`src/rtl/i2s_pkg.sv`:
```
// Shared I2S definitions: default word/slot sizes, lrck polarity and the 64-bit stereo frame
// layout used on both the RX master and TX slave AXI-Stream ports.
package i2s_pkg;

    localparam int unsigned I2S_DATA_WIDTH = 24;
    localparam int unsigned I2S_SLOT_WIDTH = 32;
    localparam int unsigned I2S_CHAN_WIDTH = 24;

    localparam logic LRCK_LEFT  = 1'b0;
    localparam logic LRCK_RIGHT = 1'b1;

    typedef struct packed {
        logic [7:0]                right_pad;
        logic [I2S_CHAN_WIDTH-1:0] right;
        logic [7:0]                left_pad;
        logic [I2S_CHAN_WIDTH-1:0] left;
    } i2s_frame_t;

    function automatic i2s_frame_t make_frame(input logic [I2S_CHAN_WIDTH-1:0] l,
                                              input logic [I2S_CHAN_WIDTH-1:0] r);
        i2s_frame_t f;
        f.right_pad = 8'd0;
        f.right     = r;
        f.left_pad  = 8'd0;
        f.left      = l;
        return f;
    endfunction

endpackage

```
`src/rtl/i2s_in_sync.sv`:
```
// Synchronises external sclk/lrck/sdin into the aclk domain and emits a one-cycle bit_stb
// on each sclk rising edge, with lrck/sdin sampled alongside it.
module i2s_in_sync #(
    parameter int unsigned SYNC_STAGES = 2
) (
    input  logic aclk,
    input  logic reset,
    input  logic sclk,
    input  logic lrck,
    input  logic sdin,
    output logic bit_stb,
    output logic lrck_smp,
    output logic sdin_smp
);

    logic [SYNC_STAGES-1:0] sclk_sync;
    logic [SYNC_STAGES-1:0] lrck_sync;
    logic [SYNC_STAGES-1:0] sdin_sync;
    logic                   sclk_prev;

    if (SYNC_STAGES < 2) begin : g_bad_stages
        $error("i2s_in_sync: SYNC_STAGES must be at least 2");
    end

    // Strobe and data samples are registered together so they stay aligned.
    always_ff @(posedge aclk) begin
        if (reset) begin
            sclk_sync <= '0;
            lrck_sync <= '0;
            sdin_sync <= '0;
            sclk_prev <= 1'b0;
            bit_stb   <= 1'b0;
            lrck_smp  <= 1'b0;
            sdin_smp  <= 1'b0;
        end else begin
            sclk_sync <= {sclk_sync[SYNC_STAGES-2:0], sclk};
            lrck_sync <= {lrck_sync[SYNC_STAGES-2:0], lrck};
            sdin_sync <= {sdin_sync[SYNC_STAGES-2:0], sdin};
            sclk_prev <= sclk_sync[SYNC_STAGES-1];
            bit_stb   <= sclk_sync[SYNC_STAGES-1] & ~sclk_prev;
            lrck_smp  <= lrck_sync[SYNC_STAGES-1];
            sdin_smp  <= sdin_sync[SYNC_STAGES-1];
        end
    end

endmodule

```
`src/rtl/axis_i2s_slave_rx.sv`:
```
// I2S slave receiver: deserialises left/right words and emits one AXI-Stream beat per frame.
// Optional build macro I2S_SLAVE_RX_OVF_CNT_EN adds a saturating dropped-frame counter port.
module axis_i2s_slave_rx
    import i2s_pkg::*;
#(
    parameter int unsigned DATA_WIDTH  = I2S_DATA_WIDTH,
    parameter int unsigned SLOT_WIDTH  = I2S_SLOT_WIDTH,
    parameter int unsigned SYNC_STAGES = 2
) (
    input  logic        aclk,
    input  logic        reset,
    input  logic        sclk,
    input  logic        lrck,
    input  logic        sdin,
    output logic [63:0] m_axis_tdata,
    output logic        m_axis_tvalid,
    input  logic        m_axis_tready,
    output logic        m_axis_tlast,
    output logic        overflow
`ifdef I2S_SLAVE_RX_OVF_CNT_EN
    ,
    output logic [15:0] ovf_count
`endif
);

    localparam int unsigned CNT_W = $clog2(DATA_WIDTH + 1);
    localparam logic [CNT_W-1:0] LAST_BIT = CNT_W'(DATA_WIDTH - 1);
    localparam logic [CNT_W-1:0] FULL_CNT = CNT_W'(DATA_WIDTH);

    if (SLOT_WIDTH < DATA_WIDTH + 1) begin : g_bad_slot
        $error("axis_i2s_slave_rx: SLOT_WIDTH must be at least DATA_WIDTH+1");
    end
    if (DATA_WIDTH > I2S_CHAN_WIDTH || DATA_WIDTH < 2) begin : g_bad_width
        $error("axis_i2s_slave_rx: DATA_WIDTH must be in 2..24");
    end

    logic                  bit_stb;
    logic                  lrck_smp;
    logic                  sdin_smp;

    logic [CNT_W-1:0]      bit_cnt;
    logic                  chan;
    logic                  lrck_last;
    logic                  lrck_seen;
    logic                  armed;
    logic [DATA_WIDTH-1:0] shift;
    logic [DATA_WIDTH-1:0] left_hold;
    logic [DATA_WIDTH-1:0] right_hold;
    logic                  have_left;
    logic                  frame_rdy;

    logic [DATA_WIDTH-1:0] word_next;
    logic                  lrck_edge;
    logic                  word_open;

    i2s_frame_t            frame_out;
    logic                  drop_frame;

    i2s_in_sync #(
        .SYNC_STAGES(SYNC_STAGES)
    ) u_sync (
        .aclk    (aclk),
        .reset   (reset),
        .sclk    (sclk),
        .lrck    (lrck),
        .sdin    (sdin),
        .bit_stb (bit_stb),
        .lrck_smp(lrck_smp),
        .sdin_smp(sdin_smp)
    );

    always_comb begin
        word_next = {shift[DATA_WIDTH-2:0], sdin_smp};
        // The first strobe after reset only records lrck; it cannot be an edge.
        lrck_edge = lrck_seen && (lrck_smp != lrck_last);
        word_open = armed && (bit_cnt != FULL_CNT);
    end

    // Nothing is captured until the first lrck edge, so a reset mid-word never
    // yields a shifted partial word.
    always_ff @(posedge aclk) begin
        if (reset) begin
            bit_cnt    <= '0;
            chan       <= LRCK_LEFT;
            lrck_last  <= 1'b0;
            lrck_seen  <= 1'b0;
            armed      <= 1'b0;
            shift      <= '0;
            left_hold  <= '0;
            right_hold <= '0;
            have_left  <= 1'b0;
            frame_rdy  <= 1'b0;
        end else begin
            frame_rdy <= 1'b0;
            if (bit_stb) begin
                lrck_last <= lrck_smp;
                lrck_seen <= 1'b1;
                if (lrck_edge) begin
                    if (word_open && chan == LRCK_LEFT) begin
                        have_left <= 1'b0;
                    end
                    bit_cnt <= '0;
                    chan    <= lrck_smp;
                    armed   <= 1'b1;
                end else if (word_open) begin
                    shift   <= word_next;
                    bit_cnt <= bit_cnt + 1'b1;
                    if (bit_cnt == LAST_BIT) begin
                        if (chan == LRCK_LEFT) begin
                            left_hold <= word_next;
                            have_left <= 1'b1;
                        end else if (have_left) begin
                            right_hold <= word_next;
                            have_left  <= 1'b0;
                            frame_rdy  <= 1'b1;
                        end
                    end
                end
            end
        end
    end

    assign drop_frame = frame_rdy && m_axis_tvalid && !m_axis_tready;

    always_ff @(posedge aclk) begin
        if (reset) begin
            frame_out     <= '0;
            m_axis_tvalid <= 1'b0;
            overflow      <= 1'b0;
        end else if (frame_rdy) begin
            if (!m_axis_tvalid || m_axis_tready) begin
                frame_out     <= make_frame(I2S_CHAN_WIDTH'(left_hold),
                                            I2S_CHAN_WIDTH'(right_hold));
                m_axis_tvalid <= 1'b1;
            end else begin
                overflow <= 1'b1;
            end
        end else if (m_axis_tvalid && m_axis_tready) begin
            m_axis_tvalid <= 1'b0;
        end
    end

`ifdef I2S_SLAVE_RX_OVF_CNT_EN
    always_ff @(posedge aclk) begin
        if (reset) begin
            ovf_count <= '0;
        end else if (drop_frame && ovf_count != 16'hFFFF) begin
            ovf_count <= ovf_count + 16'd1;
        end
    end
`else
    logic unused_drop;
    assign unused_drop = drop_frame;
`endif

    assign m_axis_tdata = frame_out;
    assign m_axis_tlast = 1'b1;

endmodule

```
`config.mk`:
```
export PLATFORM = sky130hd
export DESIGN_NAME = axis_i2s_slave_rx
export DESIGN_NICKNAME = d
export VERILOG_FILES = /design/src/rtl/i2s_pkg.sv /design/src/rtl/i2s_in_sync.sv /design/src/rtl/axis_i2s_slave_rx.sv
export SDC_FILE = /design/constraint.sdc
export NUM_CORES = 1
export LEC_CHECK = 0
export ABC_AREA = 1
export ABC_CLOCK_PERIOD_IN_PS = 2500
export CAP_MARGIN = 30
export CORE_MARGIN = 5
export CORE_UTILIZATION = 59
export DETAILED_ROUTE_END_ITERATION = 12
export PLACE_DENSITY = 0.94
export SLEW_MARGIN = 10
export SYNTH_ARGS = -nofsm -noshare
export SYNTH_HDL_FRONTEND = slang
export SYNTH_HIERARCHICAL = 1
export SYNTH_SLANG_ARGS = --single-unit
export TNS_END_PERCENT = 10
```
`constraint.sdc`:
```
create_clock -name aclk -period 2.5 [get_ports aclk]
set_input_delay 0.5 -clock aclk [delete_from_list [all_inputs] [get_ports aclk]]
set_output_delay 0.5 -clock aclk [all_outputs]
set_load 0.05 [all_outputs]
```
After elaboration in Yosys (flattened, before gate mapping) --
Cells that the tools add are included.
Operators by class: equal/unequal tests 5, bitwise gates (word level) 8, divide/modulo/power cells 0, $add $sub $neg 1, muxes and demuxes 11, multipliers 0, order comparisons 0, reduce and logical (&&, ||, !) cells 19, shift-type cells 0
Operators with widths (count):
- $mux W5 | 2
- $reduce_and A2 Y1 | 5
- $mux W1 | 9
- $not A1 Y1 | 7
- $reduce_and A6 Y1 | 1
- $reduce_bool A2 Y1 | 3
- $reduce_or A6 Y1 | 1
- $add A5 B1 Y5 const B | 1
- $eq A5 B5 Y1 const B | 1
- $ne A5 B5 Y1 const B | 1
- $reduce_and A5 Y1 | 1
- $logic_and A1 B1 Y1 | 4
- $ne A2 B1 Y1 const B | 2
- $reduce_and A4 Y1 | 1
- $reduce_and A3 Y1 | 1
- $and A1 B1 Y1 | 1
- $logic_not A1 Y1 | 1
- $logic_or A1 B1 Y1 | 1
- $ne A1 B1 Y1 | 1
Storage, ports and cells: bits in writable memories 0, memories kept 0, flip-flop bits (word level) 142, logic and storage cells 65, bits in read-only memories 0, bits in latches 0, input bits 6, output and inout port bits 67

Longest topological paths before layout --
depth in word-level cells 5, depth in mapped cells 11, mapped depth without buffers 10

Hierarchy --
The synthesis kept the hierarchy.
Modules (own cells, without submodules):
- axis_i2s_slave_rx | sequential area each 2642.5 um^2, cells each 702, instances 1, area an instance 5206.2 um^2
- i2s_in_sync | sequential area each 200.2 um^2, cells each 31, instances 1, area an instance 291.5 um^2

Least setup slack after synthesis --
OpenSTA, ideal clock, no wires.
path kind register to register, start point reg m_axis_tvalid, end point reg frame_out, in the netlist m_axis_tdata[1], data required time 2371 ps, arrival time 1361 ps, path buffers 1, period minus slack after synthesis 1490 ps, setup slack 1010 ps, setup time 129 ps, cell stages (with the launch flop) 7, cell sequence dfxtp_1 nand2_1 nand2_1 inv_2 clkbuf_1 o21ai_0 a21oi_1
On the way: longest elaborated chain between the ends 3
Ends and longest elaborated chain:
- start, declared | line axis_i2s_slave_rx.sv:16 | output logic m_axis_tvalid,
- start signal, assigned | line axis_i2s_slave_rx.sv:128 | m_axis_tvalid <= 1'b0;
- start signal, assigned | line axis_i2s_slave_rx.sv:134 | m_axis_tvalid <= 1'b1;
- start signal, assigned | line axis_i2s_slave_rx.sv:139 | m_axis_tvalid <= 1'b0;
- $logic_not A1 Y1 | line axis_i2s_slave_rx.sv:131 | if (!m_axis_tvalid || m_axis_tready) begin
- $logic_or A1 B1 Y1 | line axis_i2s_slave_rx.sv:131
- $reduce_and A2 Y1 (no line)
- end signal, assigned | line axis_i2s_slave_rx.sv:132 | frame_out <= make_frame(I2S_CHAN_WIDTH'(left_hold),
- end, declared | line axis_i2s_slave_rx.sv:56 | i2s_frame_t frame_out;
No other way between the ends. A chain may end at the register's enable or synchronous reset.

Worst setup path after layout --
start point reg frame_out, in the netlist m_axis_tdata[53], end point out m_axis_tdata[53]
RTL lines:
- end, declared | line axis_i2s_slave_rx.sv:15 | output logic [63:0] m_axis_tdata,
No word-level cell between the ends.

==> qor.csv <==
metric,value,unit
tritoncts,built,
core,9150,µm²
p_leak,0.00276,µW
wl_per_cell,14.1,µm
syn_inst,733,
tightestPinTransition,0.584,ns
viasPerCell,5.34,
syn_avg_cell_area,7.50,µm²
antenna_found_initial,0,
endpoint_kind,primary output,
die_x,107,µm
final_cells,898,
cts_buffer_depth,2,
synth_area_leaders,"dfxtp_1 (52%), nor2_1 (11%), nand2_1 (7.8%), o21ai_0 (6.6%), inv_1 (4.8%)",
netSwitchingPower,1080,µW
postCtsHoldBufs,0,
max_slew_margin,0.610,
root_buffer,clkbuf_8,
dp_slack,0.556,ns
finalWorstSetupSlack,0.312,ns
htreeDepth,4,
fmax,457,MHz
start_util,0.601,
dp_cells,866,
cp_max_fo,2,
seqPwrFrac,0.449,
synthesis.area,5500,µm²
cts_resized,0,
cts.sinks,142,
route.vias.total,4798,
period_minus_slack,2.19,ns
cts_buffers,17,
fin_worst_skew,0.00976,ns
rsz0062_at_grt,no,
required,2.00,ns
outcome,"complete, no violations",
yosysTopAreaCell,dfxtp_1,
dp_hpwl,7570,µm
synth_top_area_share,0.517,
num_rows,35,
finalSetupTns,0,ns
track_usage,0.228,
fin_crit_sh,0.875,
dr.pass1.iters,6,
ys_seq_elements,142,
clk_latency,0.52,ns
crit_type,register to primary output,
crit_family,buffers and inverters,
areaGrowthSynthToFinish,21.0,%
power_density,762,nW/µm²
slowest_delay,0.82,ns
drv_slew,0,
port_buffers,55,
drive_gt1_frac,0.0915,
ys_seq_area_frac,0.517,
dr.first_iter.drc_count,501,
pwr-share-comb,0.028,
post_cts_buffers,0,
cts.clk_slew.worst_paths,0.06,ns
p_clk_frac,0.523,
critical_path.cell_chain,clkdlybuf4s50_1,
gp_congestion,0.890,
diodes,0,
dieArea,11300,µm²
grt_max_degree,73,
fin_hold_ws,0.397,ns
synth_cell_types,25,
nNetsFinal,782,
ir_worst_vdd,0.607,mV
grt_pass1_wl,20900,µm
power.internal,3980,µW
hold_class,register to register,
totalWireLength,12700,µm
critical_path_buf_inv_count,1,
cap_viol_max_count,0,
finalInstanceArea,6650,µm²
dpl-instance-area,6020,µm²
hold_viol,0,
synth_warnings,6,
arrival,1.69,ns
cp_slowest_cell,clkdlybuf4s50_1,
grt_pass1_vias,4490,
gr-total-overflow,0,
ant_nets,0,
setup_viol,0,
start_kind,register,
drc,0,
num_io_pins,73,
die_h,107,µm
p_sw_frac,0.214,
sequential cells by signal (all words and copies together) (netlist names):
register and count:
chan 1, shift 23, armed 1, u_sync/sclk_sync 2, u_sync/sdin_smp 1, u_sync/bit_stb 1
u_sync/sdin_sync 2, bit_cnt 5, u_sync/sclk_prev 1, m_axis_tdata 48, m_axis_tvalid 1, overflow 1
lrck_seen 1, lrck_last 1, u_sync/lrck_smp 1, left_hold 24, u_sync/lrck_sync 2, right_hold 24
frame_rdy 1, have_left 1
layout by cell type (no fill, tap or decap), types with 11 or more instances in the layout:
cell and instances:
clkbuf_16 16, o21ai_0 73, inv_1 70, nor2_2 21, conb_1 17, clkdlybuf4s50_1 55, a21oi_1 33, nor2_1 165
nor3_1 24, nand3_1 11, dfxtp_1 142, nand2_1 114
stage by stage:
step                      power [µW]  utilization
after global placement          2460        0.658
after global routing            5200        0.727
final                           5070        0.727
after floorplan                 2460            -
after detailed placement        2460        0.658
after CTS                       5090        0.727
final timing paths:
kind | startpoint | endpoint | slack (ns) | depth (start not counted)
min reg2reg | u_sync/sclk_prev | u_sync/bit_stb | 0.40 | 1
max | m_axis_tdata[53] | m_axis_tdata[53] | 0.31 | 1
min | u_sync/sclk_prev | u_sync/bit_stb | 0.40 | 1
max reg2reg | bit_cnt[0] | right_hold[17] | 0.55 | 11
worst reg2reg max path: cells and delay by family, from the launching register on:
| kind | cells | cell delay (ns) |
|---|---|---|
| AND/OR/NAND/NOR | 8 | 0.76 |
| buffers and inverters | 2 | 0.51 |
| flip-flops | 1 | 0.37 |
| adder cells (fa/ha/maj) | 1 | 0.21 |
layer usage:
metal  vias up  GRT usage  wire (µm)
met2       229      0.376       6220
met4         0      0.132        495
met1      2198      0.273       5140
met3        50     0.0540        857
li1       2321          -          -
met5         -          0          0
logic make-up after synthesis:
group / share of synthesized area
AOI/OAI and AO/OA: 0.0988
buffers and inverters: 0.113
other: 0.00137
adders and majority gates: 0.00455
DFF: 0.517
and+or+nand+nor: 0.264
xor gates and xnor gates: 0.00159
cell usage after synthesis, drive strengths merged:
master,n
a21oi,33
buf,36
nand2,116
xor2,1
nand3,12
nor3,25
o21a,1
clkbuf,22
inv,73
conb,2
nand4,5
dfxtp,142
ha,2
o21ai,74
nor2,189
power by group through the flow:
stage | clock (µW) | sequential [µW] | combinational, µW
final | 2650 | 2270 | 143
after global routing | 2780 | 2270 | 152
after CTS | 2670 | 2270 | 141
after detailed placement | 0 | 2320 | 139
after global placement | 0 | 2320 | 136
after floorplan | 0 | 2320 | 134
area by class of cell:
cell class,instances,area (µm²)
Timing Repair Buffer,65,676
Inverter,73,274
Clock inverter,12,184
Sequential cell,142,2840
Multi-Input combinational cell,475,2090
Clock buffer,20,445
Fill cell,633,2500
Tap cell,111,139
No activity file was read; power rests on OpenSTA's default activity.
